**config.mk**
```make
export PLATFORM = sky130hd
export DESIGN_NAME = canvas_writer
export DESIGN_NICKNAME = d
export VERILOG_FILES = /design/src/rtl/canvas_pkg.sv /design/src/rtl/clear_sweeper.sv /design/src/rtl/canvas_writer.sv
export SDC_FILE = /design/constraint.sdc
export NUM_CORES = 1
export LEC_CHECK = 0
export BUFFER_PORTS_ARGS = -buffer_cell sky130_fd_sc_hd__buf_2
export CORE_MARGIN = 3
export CORE_UTILIZATION = 50
export CTS_CLUSTER_DIAMETER = 80
export DETAILED_ROUTE_END_ITERATION = 7
export PLACE_DENSITY_LB_ADDON = 0.08
export SYNTH_ARGS = -nofsm -noshare
export SYNTH_HDL_FRONTEND = slang
export SYNTH_SLANG_ARGS = --single-unit
```
**constraint.sdc**
```tcl
create_clock -name CLOCK_50 -period 2.23 [get_ports CLOCK_50]
set_input_delay 0.223 -clock CLOCK_50 [delete_from_list [all_inputs] [get_ports CLOCK_50]]
set_output_delay 0.223 -clock CLOCK_50 [all_outputs]
set_load 0.05 [all_outputs]
```
**src/rtl/canvas_pkg.sv**
```systemverilog
// Shared canvas geometry, state encoding and cell addressing for the canvas write path.
// The top level sizes itself from these defaults.
package canvas_pkg;

   localparam int GRID_W       = 32;
   localparam int GRID_H       = 32;
   localparam int COLOR_W      = 24;
   localparam int ADDR_W       = 10;
   localparam int CANVAS_CELLS = GRID_W * GRID_H;

   typedef enum logic [1:0] {
      IDLE  = 2'd0,
      CLEAR = 2'd1,
      DONE  = 2'd2
   } canvas_state_t;

   typedef logic [COLOR_W-1:0] color_t;

   // Row-major cell index; a power-of-two width reduces the row product to a shift.
   function automatic int cell_addr(input int x, input int y, input int grid_w = GRID_W);
      if ((grid_w & (grid_w - 1)) == 0) begin
         return (y << $clog2(grid_w)) + x;
      end
      return y * grid_w + x;
   endfunction

endpackage

```
**src/rtl/clear_sweeper.sv**
```systemverilog
// Address counter for the full-canvas clear sweep.
// It flags the final cell and wraps back to zero when that cell is consumed.
module clear_sweeper
   import canvas_pkg::*;
#(
   parameter int SW_ADDR_W = ADDR_W,
   parameter int CELLS     = CANVAS_CELLS
) (
   input  logic                 clk,
   input  logic                 rst_n,
   input  logic                 start_i,
   input  logic                 run_i,
   output logic [SW_ADDR_W-1:0] next_o,
   output logic                 last_o
);

   localparam logic [SW_ADDR_W-1:0] LAST_ADDR = SW_ADDR_W'(CELLS - 1);

   logic [SW_ADDR_W-1:0] count_q, count_d;

   assign last_o = (count_q == LAST_ADDR);
   assign next_o = count_q + SW_ADDR_W'(1);

   always_comb begin
      // NOTE: default first so every path assigns count_d and no latch is inferred.
      count_d = count_q;
      if (start_i) begin
         count_d = '0;
      end else if (run_i) begin
         count_d = last_o ? '0 : next_o;
      end
   end

   // NOTE: non-blocking assignment for state, so every register samples pre-edge values.
   always_ff @(posedge clk or negedge rst_n) begin
      if (!rst_n) begin
         count_q <= '0;
      end else begin
         count_q <= count_d;
      end
   end

endmodule

```
**src/rtl/canvas_writer.sv**
```systemverilog
// Write-side front end of the canvas RAM.
// Turns paint, erase and clear requests into registered write transactions, including the full clear sweep.
module canvas_writer #(
   parameter int GRID_W  = canvas_pkg::GRID_W,
   parameter int GRID_H  = canvas_pkg::GRID_H,
   parameter int COLOR_W = canvas_pkg::COLOR_W,
   parameter int ADDR_W  = canvas_pkg::ADDR_W
) (
   input  logic               CLOCK_50,
   input  logic               reset_n,
   input  logic               paint_pulse,
   input  logic               erase_pulse,
   input  logic               clear_req,
   input  logic [5:0]         cursor_x,
   input  logic [4:0]         cursor_y,
   input  logic [COLOR_W-1:0] color_in,
   output logic               wr_en,
   output logic [ADDR_W-1:0]  wr_addr,
   output logic [COLOR_W-1:0] wr_data,
   output logic               busy,
   output logic               clear_done
);

   localparam logic [1:0] S_IDLE  = 2'(canvas_pkg::IDLE);
   localparam logic [1:0] S_CLEAR = 2'(canvas_pkg::CLEAR);
   localparam logic [1:0] S_DONE  = 2'(canvas_pkg::DONE);

   logic [1:0]         state_q, state_d;
   logic               wr_en_q, wr_en_d;
   logic [ADDR_W-1:0]  wr_addr_q, wr_addr_d;
   logic [COLOR_W-1:0] wr_data_q, wr_data_d;
   logic               busy_q, busy_d;
   logic               done_q, done_d;

   logic              sw_start, sw_run, sw_last;
   logic [ADDR_W-1:0] sw_next;

   logic              in_range, reset_col;
   logic [ADDR_W-1:0] cursor_addr;

   assign in_range    = (int'(cursor_x) < GRID_W) && (int'(cursor_y) < GRID_H);
   assign reset_col   = (int'(cursor_x) == GRID_W);
   assign cursor_addr = ADDR_W'(canvas_pkg::cell_addr(int'(cursor_x), int'(cursor_y), GRID_W));

   clear_sweeper #(
      .SW_ADDR_W (ADDR_W),
      .CELLS     (GRID_W * GRID_H)
   ) u_sweeper (
      .clk     (CLOCK_50),
      .rst_n   (reset_n),
      .start_i (sw_start),
      .run_i   (sw_run),
      .next_o  (sw_next),
      .last_o  (sw_last)
   );

   always_comb begin
      state_d   = state_q;
      wr_en_d   = 1'b0;
      wr_addr_d = wr_addr_q;
      wr_data_d = wr_data_q;
      busy_d    = 1'b0;
      done_d    = 1'b0;
      sw_start  = 1'b0;
      sw_run    = 1'b0;

      case (state_q)
         S_IDLE: begin
            if (clear_req || (paint_pulse && reset_col)) begin
               state_d   = S_CLEAR;
               wr_en_d   = 1'b1;
               wr_addr_d = '0;
               wr_data_d = '0;
               busy_d    = 1'b1;
               sw_start  = 1'b1;
            end else if ((erase_pulse || paint_pulse) && in_range) begin
               wr_en_d   = 1'b1;
               wr_addr_d = cursor_addr;
               wr_data_d = erase_pulse ? '0 : color_in;
            end
         end
         // Requests are ignored for the whole sweep; the counter tracks the address on the bus.
         S_CLEAR: begin
            sw_run = 1'b1;
            if (sw_last) begin
               state_d = S_DONE;
               done_d  = 1'b1;
            end else begin
               wr_en_d   = 1'b1;
               wr_addr_d = sw_next;
               wr_data_d = '0;
               busy_d    = 1'b1;
            end
         end
         S_DONE:  state_d = S_IDLE;
         default: state_d = S_IDLE;
      endcase
   end

   // NOTE: every output register is reset, so nothing leaves reset undefined.
   always_ff @(posedge CLOCK_50 or negedge reset_n) begin
      if (!reset_n) begin
         state_q   <= S_IDLE;
         wr_en_q   <= 1'b0;
         wr_addr_q <= '0;
         wr_data_q <= '0;
         busy_q    <= 1'b0;
         done_q    <= 1'b0;
      end else begin
         state_q   <= state_d;
         wr_en_q   <= wr_en_d;
         wr_addr_q <= wr_addr_d;
         wr_data_q <= wr_data_d;
         busy_q    <= busy_d;
         done_q    <= done_d;
      end
   end

   assign wr_en      = wr_en_q;
   assign wr_addr    = wr_addr_q;
   assign wr_data    = wr_data_q;
   assign busy       = busy_q;
   assign clear_done = done_q;

endmodule

```
==> results.json <==
{
  "grt_use_total_pct": 21.1,
  "hp-start": "color_in[18]",
  "synth_cells": 240,
  "crit_type": "flip-flop to flip-flop",
  "synth.yosys.seq_area_share_pct": 50.3,
  "vias": 2128,
  "vias_per_cell": 5.54,
  "first_iter_violations": 158,
  "max_freq_ghz": 0.488,
  "p_leak_nw": 1.43,
  "row_count": 24,
  "cts_setup_buffers": 0,
  "timing.final.max_slew_violations": 0,
  "maxCapViolCount": 0,
  "drive_gt1_share_pct": 33.2,
  "final_area_sq_um": 3030,
  "nNetsFinal": 361,
  "die_area_sq_um": 5750,
  "antenna_cells": 0,
  "cp_data_required_time_ns": 2.43,
  "r2r-end": "wr_addr[3]",
  "critPathMaxFanout": 32,
  "dieWidth_um": 75.8,
  "peakVddDrop_v": 0.000503,
  "grt_max_degree": 33,
  "grt_pass1_wl_um": 9270,
  "yosys.area.top_type": "dfrtp_1",
  "worst-endpoint-arrival_ns": 2.25,
  "root_buffer": "clkbuf_8",
  "die_h_um": 75.8,
  "wl_met1_um": 2570,
  "num-fill-cells": 381,
  "avgSynthCellArea_sq_um": 10.2,
  "ys_ff_latch": 49,
  "cts.sinks": 49,
  "gp_congestion": 0.867,
  "io_pins": 77,
  "clock_skew_ns": 0.0116,
  "drc_errors": 0,
  "highest_layer": "met4",
  "core_area_sq_um": 4530,
  "grt-ovfl-total": 0,
  "synth_top_cell_area_share_pct": 50.3,
  "hold_viol_final": 0,
  "syn2layout_area_growth_pct": 24.1,
  "io_buffers": 76,
  "synth_compound_area_share_pct": 16.5,
  "hpwlAfterDp_um": 4150,
  "dpl_cell_area_sq_um": 2930,
  "drtAntennaViolNets": 0,
  "tightest_slew_ns": 0.896,
  "slew_headroom_pct": 39.9,
  "start_kind": "flip-flop",
  "power.density_nw_per_um2": 774,
  "fin_crit_ns": 2.05,
  "wirelength_um": 5740,
  "rr_startpoint": "u_sweeper.count_q[0]",
  "yosys.area_share.xor_xnor_pct": 2.16,
  "cts_resized": 0,
  "synth_top_family_by_area": "simple AND/OR/NAND/NOR gates",
  "hold_path_class": "primary input to flip-flop",
  "rsz0062_at_grt": "no",
  "cts_tree": "yes",
  "wl_per_cell_um": 14.9,
  "reg2reg_depth": 6,
  "synth_area_leaders": "dfrtp_1 50%, nand4_1 6.7%, o21ai_0 5.7%",
  "r2r_slack_ns": 0.18,
  "whs_endpoint": "wr_data[18]",
  "insertion_delay_ns": 0.31,
  "numCtsBuffers": 5,
  "ys_types": 43,
  "dr.pass1.iters": 4,
  "synth_area_sq_um": 2440,
  "first_global_vias": 1970,
  "setup_viol": 0,
  "cts.clk_slew.worst_paths_ns": 0.09,
  "start_util_pct": 53.8,
  "dr_wl_met2_um": 2610,
  "wl_met3_um": 451,
  "status": "finished clean",
  "holdPathStages": 3,
  "finalSetupTns_ns": 0,
  "synth_mux_area_share_pct": 4.62,
  "synth_fa_ha_area_share_pct": 1.54,
  "grt_antenna_before_repair": 0,
  "yosys.area_share.simple_pct": 17.3,
  "cts_buffer_depth": 2,
  "synthesis.nets": 283,
  "period_share_pct": 92.0,
  "h-tree-depth": 2,
  "endpoint_kind": "flip-flop",
  "yosysWarnings": 0
}
## sequential cells by signal (all words and copies together), names as in the netlist
register and count:
busy 1, wr_addr 10, wr_data 24, state_q 2
clear_done 1, u_sweeper.count_q 10, wr_en 1
## synth_stat cells
| library cell | number |
|---|---|
| dfrtp_1 | 49 |
| o21ai_0 | 28 |
| inv_1 | 26 |
| nand4_1 | 26 |
| nand2_1 | 9 |
| nand3_1 | 9 |
| clkbuf_1 | 8 |
| buf_2 | 6 |
| mux2_2 | 6 |
| nor3_1 | 5 |
| a211oi_1 | 4 |
| a221o_1 | 4 |
| and2_1 | 4 |
| nor2b_1 | 4 |
| o2bb2ai_1 | 4 |
| a21oi_1 | 3 |
| ha_1 | 3 |
| mux2_4 | 3 |
| o21ai_1 | 3 |
| xnor2_1 | 3 |
| xor2_1 | 3 |
| a211o_1 | 2 |
| a31oi_1 | 2 |
| and3_1 | 2 |
| and4_1 | 2 |
| buf_6 | 2 |
| nor4_1 | 2 |
| o311a_1 | 2 |
| or3_1 | 2 |
| a2111o_1 | 1 |
| a2111oi_2 | 1 |
| a21o_1 | 1 |
| a41oi_1 | 1 |
| buf_1 | 1 |
| nand2b_1 | 1 |
| nor2_1 | 1 |
| nor4b_1 | 1 |
| nor4bb_4 | 1 |
| o211a_1 | 1 |
| o21a_1 | 1 |
| o21ba_1 | 1 |
| o31ai_1 | 1 |
| or2_0 | 1 |
## power by group
part           total, W  switching (W)  internal (W)
Sequential      0.00114       0.000131       0.00101
Clock          0.000519       0.000298      0.000221
Combinational  0.000682       0.000429      0.000252
Total           0.00234       0.000858       0.00148
## per-stage QoR
stage	hold WS, ns	worst slack, ns	util [%]	std cells	power (W)
floorplan	-0.0726	0.316	-	240	0.00164
global placement	0.181	0.230	64.6	375	0.00183
detailed placement	0.191	0.179	64.6	375	0.00183
CTS	0.138	0.170	66.7	384	0.00236
global route	0.149	0.0190	66.7	384	0.00248
finish	0.142	0.179	66.7	384	0.00234
## cell families after synthesis
group,count (synthesis)
mux,9
flops,49
xor+xnor,6
simple gates,70
fa+ha+maj,3
buf+inv,43
compound gates,60
## cell type report
cell class                 count  area [sq um]  area share (%)
sequential                    49          1230            40.5
multi-input combinational    148          1050            34.6
timing repair buffer          88           485            16.0
inverter                      26          97.6            3.23
tap                           65          81.3            2.69
clock buffer                   6          72.6            2.40
clock inverter                 2          15.0           0.496
## cell usage in the layout (no fill, tap or decap), types with 3 or more instances in the layout
cell type and count:
buf_2 76, dfrtp_1 49, o21ai_0 28, inv_1 26, nand4_1 26, buf_4 10, nand3_1 9, nand2_1 9
mux2_2 6, nor3_1 5, clkbuf_8 5, a211oi_1 4, nor2b_1 4, and2_1 4, a221o_1 4, o2bb2ai_1 4
xnor2_1 3, mux2_4 3, a21oi_1 3, xor2_1 3, o21ai_1 3, ha_1 3
## routing by layer
layer / vias up / track usage, %
met5: - / 0
met4: 0 / 7.96
met3: 11 / 4.62
met2: 100 / 31.5
met1: 987 / 30.1
li1: 1030 / -
## worst max-delay path, cell delays in order (launching register included)
cell and delay, ns:
dfrtp_1 0.44, ha_1 0.29, and4_1 0.27, a41oi_2 0.20, and2_1 0.21, buf_12 0.19
mux2_2 0.34
## what timing repair did
action	4_1_cts	5_1_grt
hold buffers	1	0
endpoints found under the setup margin	0	0
hold endpoints to repair	17	0
## how the worst max path moves through the flow
stage | from | endpoint | slack [ns] | cells after the start
floorplan | u_sweeper.count_q[0] | wr_addr[6] | 0.32 | 7
global placement | u_sweeper.count_q[0] | wr_addr[4] | 0.23 | 6
detailed placement | u_sweeper.count_q[0] | wr_addr[3] | 0.18 | 6
CTS | u_sweeper.count_q[0] | wr_addr[3] | 0.17 | 6
global route | u_sweeper.count_q[0] | wr_addr[3] | 0.02 | 6
finish | u_sweeper.count_q[0] | wr_addr[3] | 0.18 | 6
Power figures use the tool's default switching activity.
